[src/rtl/snes_responder_if.sv]
// snes_responder_if: SNES controller wire bundle (host drives latch/clock, responder drives serial)
interface snes_responder_if;
  logic con_latch;
  logic con_clock;
  logic con_serial;
  modport master (output con_latch, output con_clock, input con_serial);
  modport slave (input con_latch, input con_clock, output con_serial);
endinterface

[src/rtl/snes_responder.sv]
// snes_responder: SNES pad emulator; ports clk, rst_n (async low), con (latch/clock in, serial out), buttons[15:0], busy, frame_done
module snes_responder #(
  parameter int SYNC_STAGES = 2,
  parameter int TIMEOUT_CYCLES = 4096
) (
  input  logic               clk,
  input  logic               rst_n,
  snes_responder_if.slave    con,
  input  logic [15:0]        buttons,
  output logic               busy,
  output logic               frame_done
);
  localparam int TW = $clog2(TIMEOUT_CYCLES + 1);
  localparam logic [TW-1:0] TMAX = TW'(TIMEOUT_CYCLES);
  typedef enum logic [1:0] {IDLE, LATCH, SHIFT, DONE} state_t;
  state_t state, state_nx;
  logic [SYNC_STAGES-1:0] latch_sync, clock_sync;
  logic latch_s, clock_s, latch_d, clock_d, clk_rise, latch_fall, done_nx;
  logic [15:0] shreg, shreg_nx;
  logic [4:0] idx, idx_nx;
  logic [TW-1:0] tmo, tmo_nx;
  assign latch_s = latch_sync[SYNC_STAGES-1];
  assign clock_s = clock_sync[SYNC_STAGES-1];
  assign clk_rise = clock_s & ~clock_d;
  assign latch_fall = ~latch_s & latch_d;
  assign busy = (state == LATCH) || (state == SHIFT);
  assign con.con_serial = (state == IDLE) ? 1'b1 : (state == DONE) ? 1'b0 : shreg[0];
  always_ff @(posedge clk or negedge rst_n) begin
    if (!rst_n) begin
      latch_sync <= '0;
      clock_sync <= '1;
      latch_d <= 1'b0;
      clock_d <= 1'b1;
      state <= IDLE;
      shreg <= '1;
      idx <= '0;
      tmo <= '0;
      frame_done <= 1'b0;
    end else begin
      latch_sync <= {latch_sync[SYNC_STAGES-2:0], con.con_latch};
      clock_sync <= {clock_sync[SYNC_STAGES-2:0], con.con_clock};
      latch_d <= latch_s;
      clock_d <= clock_s;
      state <= state_nx;
      shreg <= shreg_nx;
      idx <= idx_nx;
      tmo <= tmo_nx;
      frame_done <= done_nx;
    end
  end
  always_comb begin
    state_nx = state;
    shreg_nx = shreg;
    idx_nx = idx;
    tmo_nx = '0;
    done_nx = 1'b0;
    if (latch_s) begin
      state_nx = LATCH;
      shreg_nx = ~buttons;
      idx_nx = '0;
    end else if (state == LATCH && latch_fall) begin
      state_nx = SHIFT;
      idx_nx = '0;
    end else if (state == SHIFT) begin
      if (clk_rise) begin
        shreg_nx = {1'b1, shreg[15:1]};
        idx_nx = idx + 5'd1;
        state_nx = (idx == 5'd15) ? DONE : SHIFT;
        done_nx = (idx == 5'd15);
      end else if (tmo == TMAX) begin
        state_nx = IDLE;
        shreg_nx = '1;
        idx_nx = '0;
        tmo_nx = tmo;
      end else begin
        tmo_nx = tmo + TW'(1);
      end
    end
  end
endmodule

[src/flat_wrapper.sv]
// flat-port wrapper written by rule: the top's interface ports become plain ports
module snes_responder_flat 
#(
  parameter int SYNC_STAGES = 2,
  parameter int TIMEOUT_CYCLES = 4096
)
  (clk, rst_n, buttons, busy, frame_done, con_con_latch, con_con_clock, con_con_serial);
  snes_responder_if con_i ();
  input  logic clk;
  input  logic rst_n;
  input  logic [15:0] buttons;
  output logic busy;
  output logic frame_done;
  input wire logic [$bits(con_i.con_latch)-1:0] con_con_latch;
  input wire logic [$bits(con_i.con_clock)-1:0] con_con_clock;
  output wire logic [$bits(con_i.con_serial)-1:0] con_con_serial;
  assign con_i.con_latch = con_con_latch;
  assign con_i.con_clock = con_con_clock;
  assign con_con_serial = con_i.con_serial;
  snes_responder #(.SYNC_STAGES(SYNC_STAGES), .TIMEOUT_CYCLES(TIMEOUT_CYCLES)) u_core (.clk(clk), .rst_n(rst_n), .con(con_i), .buttons(buttons), .busy(busy), .frame_done(frame_done));
endmodule
[config.mk]
export PLATFORM = sky130hd
export DESIGN_NAME = snes_responder_flat
export DESIGN_NICKNAME = d
export VERILOG_FILES = /design/src/rtl/snes_responder_if.sv /design/src/rtl/snes_responder.sv /design/src/flat_wrapper.sv
export SDC_FILE = /design/constraint.sdc
export NUM_CORES = 1
export LEC_CHECK = 0
export CAP_MARGIN = 20
export CELL_PAD_IN_SITES_DETAIL_PLACEMENT = 0
export CELL_PAD_IN_SITES_GLOBAL_PLACEMENT = 1
export CORE_ASPECT_RATIO = 1.1
export CORE_UTILIZATION = 44
export DETAILED_ROUTE_END_ITERATION = 12
export MAX_ROUTING_LAYER = met4
export PLACE_DENSITY_LB_ADDON = 0.1
export SLEW_MARGIN = 25
export SYNTH_ARGS = -nofsm -noshare
export SYNTH_HDL_FRONTEND = slang
export SYNTH_SLANG_ARGS = --single-unit
[constraint.sdc]
create_clock -name clk -period 2.4 [get_ports clk]
set_input_delay 0.48 -clock clk [delete_from_list [all_inputs] [get_ports clk]]
set_output_delay 0.48 -clock clk [all_outputs]
set_load 0.1 [all_outputs]
==> results.txt, run 1 <==
The HPWL after detailed placement is 3106 um. The worst endpoint required time is 2.60 ns. Setup repair after global routing left no endpoint under its margin.

Clock tree synthesis found a total of 43 sinks. TritonCTS built the clock tree. The worst hold margin is 0.2740 ns. Clock-pin slew was measured on the worst setup and hold paths at 0.08 ns. Wires add up to 4319 um.

The number of remaining DRC errors came out at 0. The combined global-route utilization of all metal layers came out at 17.91%. The post-cts repair resize count is 0. Using the TritonRoute via totals, the vias-per-cell ratio works out to 5.786. The total of warnings raised by yosys is 0.

The number of nets in the layout is 261. The number of flops mapped to enable cells by yosys is 0. The number of hold violations in the final report came out at 0. The floorplan step defined a die boundary enclosing 5260 um^2. The minimum clock period after layout came out at 1.941 ns.

The H-tree depth is 2. The mean instance size in the synthesized netlist came out at 10.42 um^2. The count of hold buffers inserted by post-cts repair came out at 0. In the synthesized netlist, the number of instances is 210. The maximum number of pins on one net before global-route repair came out at 37. The switching power as a share of total power is 24.42%. The total inserted antenna cells is 0. The number of buffers created by CTS is 5.

The clock network burns 36.2% of the power. The first-pass GRT wire length is 7334 um. The cell area after technology mapping is 2188 um^2. The number of max-cap violations came out at 0.

The clock reaches the later pin of the worst-skew pair after 0.29 ns. The starting density of the core came out at 46.39%. The cell internal power dissipation came out at 1.199 mW.

The leakage power summed over all cells is 0.9832 nW. The number of buffers on the longest clock path came out at 2. Clock skew on the completed layout was measured at 0.01109 ns. The biggest area contributor in the post-synthesis netlist is dfrtp_1. The critical path is of the reg2reg type. The distinct cell type count after synthesis came out at 40.

The post-route cell area came out at 2570 um^2. The category of the worst setup path capture point is a flop. After detailed routing, the average wire length per cell comes to 14.89 um. The data arrival time of the critical path is 2.14 ns. For this block, the initial DRC count from the detailed router was 108. In this run the core area contains 26 standard-cell rows. The net switching power came out at 387.3 uW. Dividing total power by cell area gives a power density of 617.2 nW/um^2. The total number of vias came out at 1678. The end-of-flow core utilization came out at 54.48%.

The via count of the first global-routing pass is 1600. The logic gate share of total power came out at 13.3%. The core area came out at 4717 um^2. After layout, the worst path uses 80.87% of the clock period. After synthesis, flip-flops and latches occupy 50.26% of the total area. The remaining global-route overflow is 0. The register bit count reported by yosys is 43. The register share of total power is 50.5%. The total nets after synthesis is 238. The number of max-slew violations in the final report came to 0. The slew at the pin with the worst max-slew slack is 0.8025 ns. The number of routed nets with antenna violations came out at 0. The number of antenna violations at the first check in global routing is 0. In the post-synthesis netlist, the biggest area contributors are dfrtp_1 27%, dfstp_2 23%, a221oi_2 6.2%, nor4_1 5.7%, ha_1 4.6%. Measured against its own limit, the worst slew margin works out to 46.50%.

The count of fill cells added during filler insertion came out at 427. The cell sitting at the root of the clock tree is a clkbuf_8. The total power is 1.586 mW. The peak ir drop on the vdd network came out at 0.2724 mV. The iteration count of the initial detailed-routing pass is 4. The count of final setup violators came out at 0. Of all nets on the critical path, the largest fanout is 16. In this run the post-CTS setup repair buffer count came out at 0.

The worst setup path is launched from a flop. The die extent in y is 75.97 um. The tightest min-delay check is of the in2async type.

The proportion of netlist area held by the largest area contributor came out at 27.44%. The total negative slack is 0 ns. From synthesis to final layout, the design area changed by 17.44%. For this run, the leading register cell type out of synthesis is dfrtp_1. The number of port buffers is 22. The number of I/O pins came out at 23. The flow ran to the end, and the final reports show no timing, DRC or antenna violations.

At the end of routability-driven placement, the weighted congestion stood at 0.7374. The fraction of final layout cells sized beyond drive strength 1 is 22.65%. The chip width came out at 69.24 um. The fraction of registers with async set or reset after synthesis is 100.0%. The placement-stage cell area is 2452 um^2. Derived from the worst setup path, the maximum achievable clock frequency is 515.2 MHz.
==> flip-flops by register name (all words and copies together), names as in the netlist <==
register	count
u_core.clock_d	1
u_core.clock_sync	2
u_core.frame_done	1
u_core.idx	5
u_core.latch_d	1
u_core.latch_sync	2
u_core.shreg	16
u_core.state	2
u_core.tmo	13
==> synth_stat cells (all sizes together), types with 5 or more instances <==
cell	n
dfstp	19
nand3	7
a221oi	15
a21oi	12
nor2	25
ha	8
clkbuf	5
buf	7
nand2	9
nor4	21
or3	5
o21ai	11
inv	11
dfrtp	24
xnor2	5
==> through the flow <==
step | std cells | setup slack [ns]
after floorplan | 210 | 0.6375
after global placement | 282 | 0.5482
after detailed placement | 282 | 0.4261
after CTS | 290 | 0.4260
after global routing | 290 | 0.2499
final | 290 | 0.4591
==> routing by layer <==
| layer | track usage, % | share of wire (%) | routed length (um) | vias to the layer above |
|---|---|---|---|---|
| li1 | - | - | - | 815 |
| met1 | 22.24 | 46 | 1975 | 810 |
| met2 | 28.25 | 48 | 2084 | 46 |
| met3 | 4.388 | 4.4 | 192 | 7 |
| met4 | 6.735 | 1.6 | 67 | 0 |
| met5 | - | 0 | 0 | - |
==> power groups by stage <==
| stage | Clock [mW] | Combinational (mW) | Sequential, mW |
|---|---|---|---|
| 6_report | 0.574 | 0.211 | 0.801 |
| 4_1_cts | 0.598 | 0.213 | 0.801 |
| 5_1_grt | 0.631 | 0.228 | 0.806 |
| 3_3_place_gp | 0 | 0.207 | 0.812 |
| 2_1_floorplan | 0 | 0.140 | 0.807 |
| 3_5_place_dp | 0 | 0.212 | 0.814 |
==> layout by cell type (no fill, tap or decap), types with 2 or more instances in the layout <==
master           count
nor2_1              25
dfrtp_1             24
nor4_1              20
dfstp_2             19
clkdlybuf4s50_1     18
inv_1               11
a21oi_1             11
o21ai_0             11
nand2_1              9
a221oi_2             9
buf_4                9
ha_1                 8
a221oi_1             6
nand3_1              6
clkbuf_8             6
xnor2_1              5
nand2b_1             3
nand3b_1             3
or3_1                3
a31oi_1              3
and3_1               2
xor2_1               2
==> path summary, 6_finish.rpt <==
| path | to | cells after the start | startpoint | slack (ns) |
|---|---|---|---|---|
| worst max register to register | u_core.shreg[11] | 7 | u_core.tmo[0] | 0.46 |
| worst min-delay path | u_core.idx[2] | 1 | rst_n | 0.27 |
| worst max-delay path | u_core.shreg[11] | 7 | u_core.tmo[0] | 0.46 |
| max in group asynchronous | u_core.shreg[2] | 2 | rst_n | 1.44 |
| min in group clk | u_core.clock_sync[1] | 0 | u_core.clock_sync[0] | 0.36 |
| worst min register to register | u_core.clock_sync[1] | 0 | u_core.clock_sync[0] | 0.36 |
==> worst max-delay path, stage by stage (launching register included) <==
cell and delay (ns):
dfrtp_1 0.44, inv_1 0.08, ha_1 0.14, nor4bb_1 0.42
and4_1 0.25, buf_4 0.22, nor4_1 0.07, a221oi_1 0.23
==> cell families after synthesis <==
| logic type | Yosys count | synth area share (%) |
|---|---|---|
| flip-flops | 43 | 50.26 |
| multiplexers | 1 | 0.4574 |
| AO/OA/AOI/OAI | 45 | 16.35 |
| buffers and inverters | 23 | 4.746 |
| adder cells (fa/ha/maj) | 8 | 4.574 |
| AND/OR/NAND/NOR | 83 | 20.81 |
| XOR/XNOR | 7 | 2.802 |
==> area by class of cell <==
class / instances / area, um^2 / share of cell area, %
Multi-Input combinational cell: 144 / 988.4 / 38.46
Tap cell: 56 / 70.07 / 2.726
Inverter: 11 / 41.29 / 1.607
Clock inverter: 2 / 35.03 / 1.363
Timing Repair Buffer: 28 / 252.7 / 9.834
Sequential cell: 43 / 1100 / 42.79
Clock buffer: 6 / 82.58 / 3.213
No activity file was read; power rests on OpenSTA's default activity.
==> run 2, diff against run 1 <==
Clock period 2.4 ns to 1.9 ns, I/O delays scaled along.
==> run 2 against run 1 <==
Compared with the run above:
- clock power shrank 3%
- cell count grew 1.0%
- die area unchanged
- clock-buffer cell count is 1 higher
==> results.txt, run 2 (same netlist as run 1, synthesis figures left out) <==
The category of the worst setup path capture point is a flop (unchanged). The total inserted antenna cells is 0 (unchanged). The number of cells after detailed placement is 285 (was 282). The number of routed nets with antenna violations is 0 (unchanged). The worst max-slew margin expressed relative to the limit is 63.73% (was 46.50%). The slew at the pin with the worst max-slew slack is 0.5441 ns (was 0.8025 ns). The HPWL after detailed placement is 3037 um (was 3106 um). The highest clock frequency the design can meet came to 567.8 MHz (was 515.2 MHz).

The maximum number of pins on one net before global-route repair was 44 (was 37). The total negative slack came out at 0 ns (unchanged). The leakage power summed over all cells came to 0.9997 nW (was 0.9832 nW). The routability-driven placement congestion ratio is 0.7594 (was 0.7374). The number of remaining DRC errors is 0 (unchanged). The setup fix buffers added after clock tree synthesis is 0 (unchanged). The number of max-slew violations in the final report is 0 (unchanged). The number of nets in the layout came to 264 (was 261). The number of buffers on the longest clock path came out at 2 (unchanged). The number of port buffers is 22 (unchanged).

The H-tree depth is 2 (unchanged). The mean number of vias per cell is 5.655 (was 5.786). The post-synthesis to final-layout area growth came to 21.15% (was 17.44%). The power density normalized to cell area is 703.8 nW/um^2 (was 617.2 nW/um^2). The minimum clock period after layout was 1.761 ns (was 1.941 ns). Outcome: completed (unchanged). The critical path launch point type is a flop (unchanged).

The final worst-path cycle share is 92.69% (was 80.87%). The maximum fanout encountered on the critical timing path came out at 6 (was 16). The path category of the worst min-delay check was in2async (unchanged). Most frequent cells in the layout: 25 x nor2_1, 23 x dfrtp_1, 20 x nor4_1 (was 25 x nor2_1, 24 x dfrtp_1, 20 x nor4_1). The worst hold margin came out at 0.1514 ns (was 0.2740 ns).

The remaining global-route overflow is 0 (unchanged). The via count of the first global-routing pass is 1727 (was 1600). The maximum clock skew at final layout came out at 0.007617 ns (was 0.01109 ns).

The number of antenna violations at the first check in global routing is 0 (unchanged). The starting density of the core is 46.39% (unchanged). The clock net sink count is 43 (unchanged). The routed length per instance is 15.38 um (was 14.89 um). The combined global-route utilization of all metal layers is 19.44% (was 17.91%). The start-to-end type of the worst setup path is reg2reg (unchanged).

The final cell count without fillers is 293 (was 290). The row count came out at 26 (unchanged). The clock latency reported for the late side of the worst-skew pair is 0.29 ns (about the same). The post-route cell area is 2651 um^2 (was 2570 um^2). The placement-stage cell area came out at 2525 um^2 (was 2452 um^2). The first-pass GRT wire length came out at 7983 um (was 7334 um).

The fraction of final layout cells sized beyond drive strength 1 is 25.32% (was 22.65%). The core area came out at 4717 um^2 (unchanged). The peak ir drop on the vdd network is 0.4762 mV (was 0.2724 mV). The total routed wirelength came out at 4505 um (was 4319 um). The worst endpoint required time came to 2.10 ns (was 2.60 ns).

Setup repair after global routing missed its margin: true (was false). The DRC violation total after the first TritonRoute iteration came out at 100 (was 108). The chip width came to 69.24 um (unchanged). The clock transition time at the flip-flop clock pins of the worst setup and hold paths is 0.08 ns (about the same).

Top flop regs: u_core.shreg (16), u_core.tmo (13), u_core.idx (5) (unchanged). The top register by number of flip-flops is u_core.shreg (unchanged). The number of buffers created by CTS came out at 5 (unchanged). The most common library cell in the layout ignoring fill and taps is nor2_1 (unchanged). The count of final setup violators came out at 0 (unchanged).

The number of max-cap violations came out at 0 (unchanged). The number of flip-flops under the largest register name was 16 (unchanged). The TritonCTS clock tree is done (unchanged). The root buffer cell was clkbuf_8 (unchanged). The number of hold violations in the final report came out at 0 (unchanged). The number of I/O pins is 23 (unchanged). The total power was 1.866 mW (was 1.586 mW). The die area is 5260 um^2 (unchanged). The data arrival time of the critical path came out at 1.97 ns (was 2.14 ns).

The iteration count of the initial detailed-routing pass was 4 (unchanged). The total number of vias came to 1657 (was 1678). The die extent in y was 75.97 um (unchanged).
[run 2: changes by cell type in the layout (fill, tap and decap cells not counted), moves of 2 or more]
cell and change:
clkbuf_1 +2, nand3_2 +2, buf_12 +4, nand3_1 -2
[run 2: metal layers]
layer  share of wire (%)  vias to the layer above  routed length [um]  global-route usage [%]
met3                 2.8                        6                 128                   4.255
met2                  47                       28                2108                   30.19
li1                    -                      820                   -                       -
met5                   0                        -                   0                       -
met1                  49                      803                2217                   24.96
met4                 1.1                        0                  50                   7.143
[run 2: power by group]
group	internal [mW]	switching [mW]	total (mW)
combinational	0.129	0.169	0.298
sequential	0.984	0.0284	1.01
clock	0.258	0.297	0.555
[run 2: layout make-up]
cell class	count	area, um^2
clock inverter	1	5.005
multi-input combinational	144	1032
tap	56	70.07
timing repair buffer	31	325.3
sequential	43	1101
inverter	11	41.29
clock buffer	7	76.32
fill	424	2066
[run 2: worst max-delay path, stage by stage, from the launching register on]
cell and delay (ns):
dfrtp_1 0.36, buf_4 0.14, ha_1 0.22, nand2_1 0.09, or3_4 0.37, or3_1 0.33
a21oi_1 0.17
[run 2: what timing repair did]
item,CTS,global route
gates resized for setup,0,9
endpoints found under the hold margin,0,0
setup endpoints to repair,0,14
hold buffers,0,0
[run 2: path summary, 6_finish.rpt]
check | startpoint | to | slack, ns | depth (start not counted)
max reg2reg | u_core.tmo[0] | u_core.tmo[8] | 0.14 | 6
min reg2reg | u_core.clock_sync[0] | u_core.clock_sync[1] | 0.37 | 0
min in group clk | u_core.clock_sync[0] | u_core.clock_sync[1] | 0.37 | 0
max in group asynchronous | rst_n | u_core.state[1] | 1.35 | 2
max | u_core.tmo[0] | u_core.tmo[8] | 0.14 | 6
min | rst_n | u_core.idx[0] | 0.15 | 2
[run 2: stage by stage]
| stage | utilization, % | setup WS (ns) |
|---|---|---|
| global route | 56.21 | -0.002107 |
| global placement | 53.53 | 0.1342 |
| floorplan | - | 0.1792 |
| finish | 56.21 | 0.1389 |
| CTS | 55.25 | 0.03929 |
| detailed placement | 53.53 | 0.04011 |
==> run 3, diff against run 2 <==
Settings changed: HOLD_SLACK_MARGIN from default to 0.06, PLACE_DENSITY from default to 0.86, PLACE_DENSITY_LB_ADDON 0.1 to default.
==> run 3 against run 2 <==
Compared with the run above:
- first-iteration DRC count decreased by 10%
- global-route usage is 1.8 points lower
- sequential share of layout area decreased by 0.49 points
- largest cell class unchanged
- non-clock buffer count grew 3
- critical path depth fell by 1
- combinational power rose by 2%
- register-to-register slack gained 0.04 ns
- power up 1.7%
- largest power group unchanged
- hold slack gained 0.21 ns
- highest routed layer unchanged
- worst setup slack got worse by 0.031 ns
- wire length decreased by 7.5%
==> results.txt, run 3 (same netlist as run 1, synthesis figures left out) <==
The number of cells after detailed placement is 285 (unchanged). The register share of total power is 53.3% (was 54.3%). The number of antenna violations at the first check in global routing came out at 0 (unchanged). The core area is 4717 um^2 (unchanged). The first-pass GRT wire length is 7272 um (was 7983 um). The top register by number of flip-flops is u_core.shreg (unchanged).

The cell with the largest stage delay on the worst path was dfrtp_1 (was or3_4). The number of max-slew violations in the final report came to 0 (unchanged). The maximum fanout encountered on the critical timing path came out at 4 (was 6).

The starting density of the core came out at 46.39% (unchanged). The HPWL after detailed placement came out at 2877 um (was 3037 um). The worst endpoint required time came out at 1.52 ns (was 2.10 ns). The minimum clock period after layout is 1.792 ns (was 1.761 ns). The iteration count of the initial detailed-routing pass is 5 (was 4).

The count of final setup violators is 0 (unchanged). The multi-input logic area is 1006 um^2 (was 1032 um^2). The maximum number of pins on one net before global-route repair is 48 (was 44). The worst hold margin is 0.3623 ns (was 0.1514 ns). The number of nets in the layout came out at 267 (was 264). The peak ir drop on the vdd network came out at 0.4767 mV (was 0.4762 mV). The start-to-end type of the worst setup path is reg2out (was reg2reg). The via count of the first global-routing pass came out at 1549 (was 1727). The path category of the worst min-delay check is reg2reg (was in2async).

The final cell count without fillers came out at 295 (was 293). The highest clock frequency the design can meet is 558.0 MHz (was 567.8 MHz). The die area is 5260 um^2 (unchanged).

The critical path buffer and inverter count is 3 (was 1). The mean number of vias per cell is 5.498 (was 5.655). The total negative slack is 0 ns (unchanged).

The clock transition time at the flip-flop clock pins of the worst setup and hold paths was 0.08 ns (about the same). The net switching power came out at 491.3 uW (was 494.3 uW). The clock net sink count is 43 (unchanged).

The root buffer cell is clkbuf_8 (unchanged). The critical path launch point type is a flop (unchanged). The delay of the slowest cell on the worst path is 0.42 ns (was 0.37 ns).

The routed length per instance is 14.12 um (was 15.38 um). The H-tree depth came out at 2 (unchanged). The post-synthesis to final-layout area growth is 22.47% (was 21.15%).

The total number of vias is 1622 (was 1657). The total power is 1.898 mW (was 1.866 mW). Most frequent cells in the layout: 25 x nor2_1, 24 x dfrtp_1, 20 x nor4_1 (was 25 x nor2_1, 23 x dfrtp_1, 20 x nor4_1). Cell-by-cell listing of the critical path: buf_4, ha_1, inv_1, a21o_1, buf_12 (was buf_4, ha_1, nand2_1, or3_4, or3_1, a21oi_1). The row count was 26 (unchanged). The number of routed nets with antenna violations came out at 0 (unchanged). The combined global-route utilization of all metal layers came to 17.59% (was 19.44%). The power density normalized to cell area came to 708.2 nW/um^2 (was 703.8 nW/um^2). The number of I/O pins is 23 (unchanged). The category of the worst setup path capture point was a primary output (was flop).

The area used by sequential logic in the layout is 1100 um^2 (was 1101 um^2). The TritonCTS clock tree is done (unchanged). The chip width came out at 69.24 um (unchanged).

The die extent in y is 75.97 um (unchanged). The number of max-cap violations is 0 (unchanged). The number of buffers on the longest clock path is 2 (unchanged).

The routability-driven placement congestion ratio is 0.7482 (was 0.7594). The remaining global-route overflow is 0 (unchanged). The most common library cell in the layout ignoring fill and taps was nor2_1 (unchanged). The end-of-flow core utilization is 56.82% (was 56.21%).

Top flop regs: u_core.shreg (16), u_core.tmo (13), u_core.idx (5) (unchanged). The data arrival time of the critical path came out at 1.41 ns (was 1.97 ns). The maximum clock skew at final layout is 0.007331 ns (was 0.007617 ns). The worst max-slew margin expressed relative to the limit is 69.14% (was 63.73%). The cell internal power dissipation is 1.407 mW (was 1.372 mW). The fraction of final layout cells sized beyond drive strength 1 came out at 24.69% (was 25.32%).

The logic gate share of total power was 16.0% (about the same). The slew at the pin with the worst max-slew slack is 0.4608 ns (was 0.5441 ns). The number of buffers created by CTS came out at 5 (unchanged).

The number of hold violations in the final report is 0 (unchanged). The number of flip-flops under the largest register name came out at 16 (unchanged). The count of fill cells added during filler insertion came out at 427 (was 424). The leakage power summed over all cells came to 1.024 nW (was 0.9997 nW). The DRC violation total after the first TritonRoute iteration came to 90 (was 100). Outcome: completed (unchanged).

The number of port buffers came out at 22 (unchanged). The total routed wirelength is 4165 um (was 4505 um). The cell family contributing the most delay on the critical path was flip-flops (was simple AND/OR/NAND/NOR gates).

The portion of total power attributed to the clock network came out at 30.7% (was 29.8%). The final worst-path cycle share came out at 94.32% (was 92.69%). The total inserted antenna cells was 0 (unchanged).

The clock latency reported for the late side of the worst-skew pair is 0.29 ns (about the same). The number of remaining DRC errors was 0 (unchanged). The switching power as a share of total power came out at 25.88% (was 26.49%).
==> run 3: changes by cell type in the layout (fill, tap and decap cells not counted), moves of 2 or more <==
cell	delta
buf_12	+2
clkbuf_1	-2
nand3_1	+2
nand3_2	-2
==> run 3: power by group through the flow <==
stage          Combinational, mW  Sequential [mW]  Clock, mW
4_1_cts                    0.301             1.01      0.608
3_3_place_gp               0.296             1.03          0
5_1_grt                    0.329             1.02      0.636
2_1_floorplan              0.177             1.02          0
6_report                   0.303             1.01      0.583
3_5_place_dp               0.298             1.03          0
==> run 3: layout make-up <==
cell class,count,area share (%)
Tap cell,56,2.614
Clock buffer,6,3.081
Inverter,11,1.541
Sequential cell,43,41.04
Multi-Input combinational cell,144,37.53
Clock inverter,1,0.1867
Timing Repair Buffer,34,14.01
==> run 3: what timing repair did <==
action,4_1_cts,5_1_grt
setup buffers,0,2
endpoints found under the setup margin,0,5
gates resized for setup,0,4
hold buffers,1,0
endpoints found under the hold margin,12,0
==> run 3: path summary, 6_finish.rpt <==
path                                       from                    to  slack (ns)  cells after the start
min                        u_core.latch_sync[0]  u_core.latch_sync[1]        0.36                      0
max in group asynchronous                 rst_n       u_core.shreg[6]        0.79                      3
min reg2reg                u_core.latch_sync[0]  u_core.latch_sync[1]        0.36                      0
max                             u_core.state[0]        con_con_serial        0.11                      5
max reg2reg                       u_core.tmo[0]        u_core.tmo[10]        0.18                      6
min in group asynchronous                 rst_n         u_core.tmo[9]        0.55                      2
==> run 3: per-stage QoR <==
step                instance area [um^2]  worst slack [ns]
floorplan                           2188            0.1792
global placement                    2550            0.1671
detailed placement                  2550           0.08495
CTS                                 2648           0.08380
global route                        2680          -0.01802
finish                              2680            0.1080
==> run 3: layer usage <==
metal | vias up | share of wire [%] | GRT usage, %
met5 | - | 0 | -
met4 | 0 | 1.4 | 6.122
met3 | 6 | 2.7 | 3.989
met2 | 21 | 48 | 26.80
met1 | 773 | 48 | 23.10
li1 | 822 | - | -
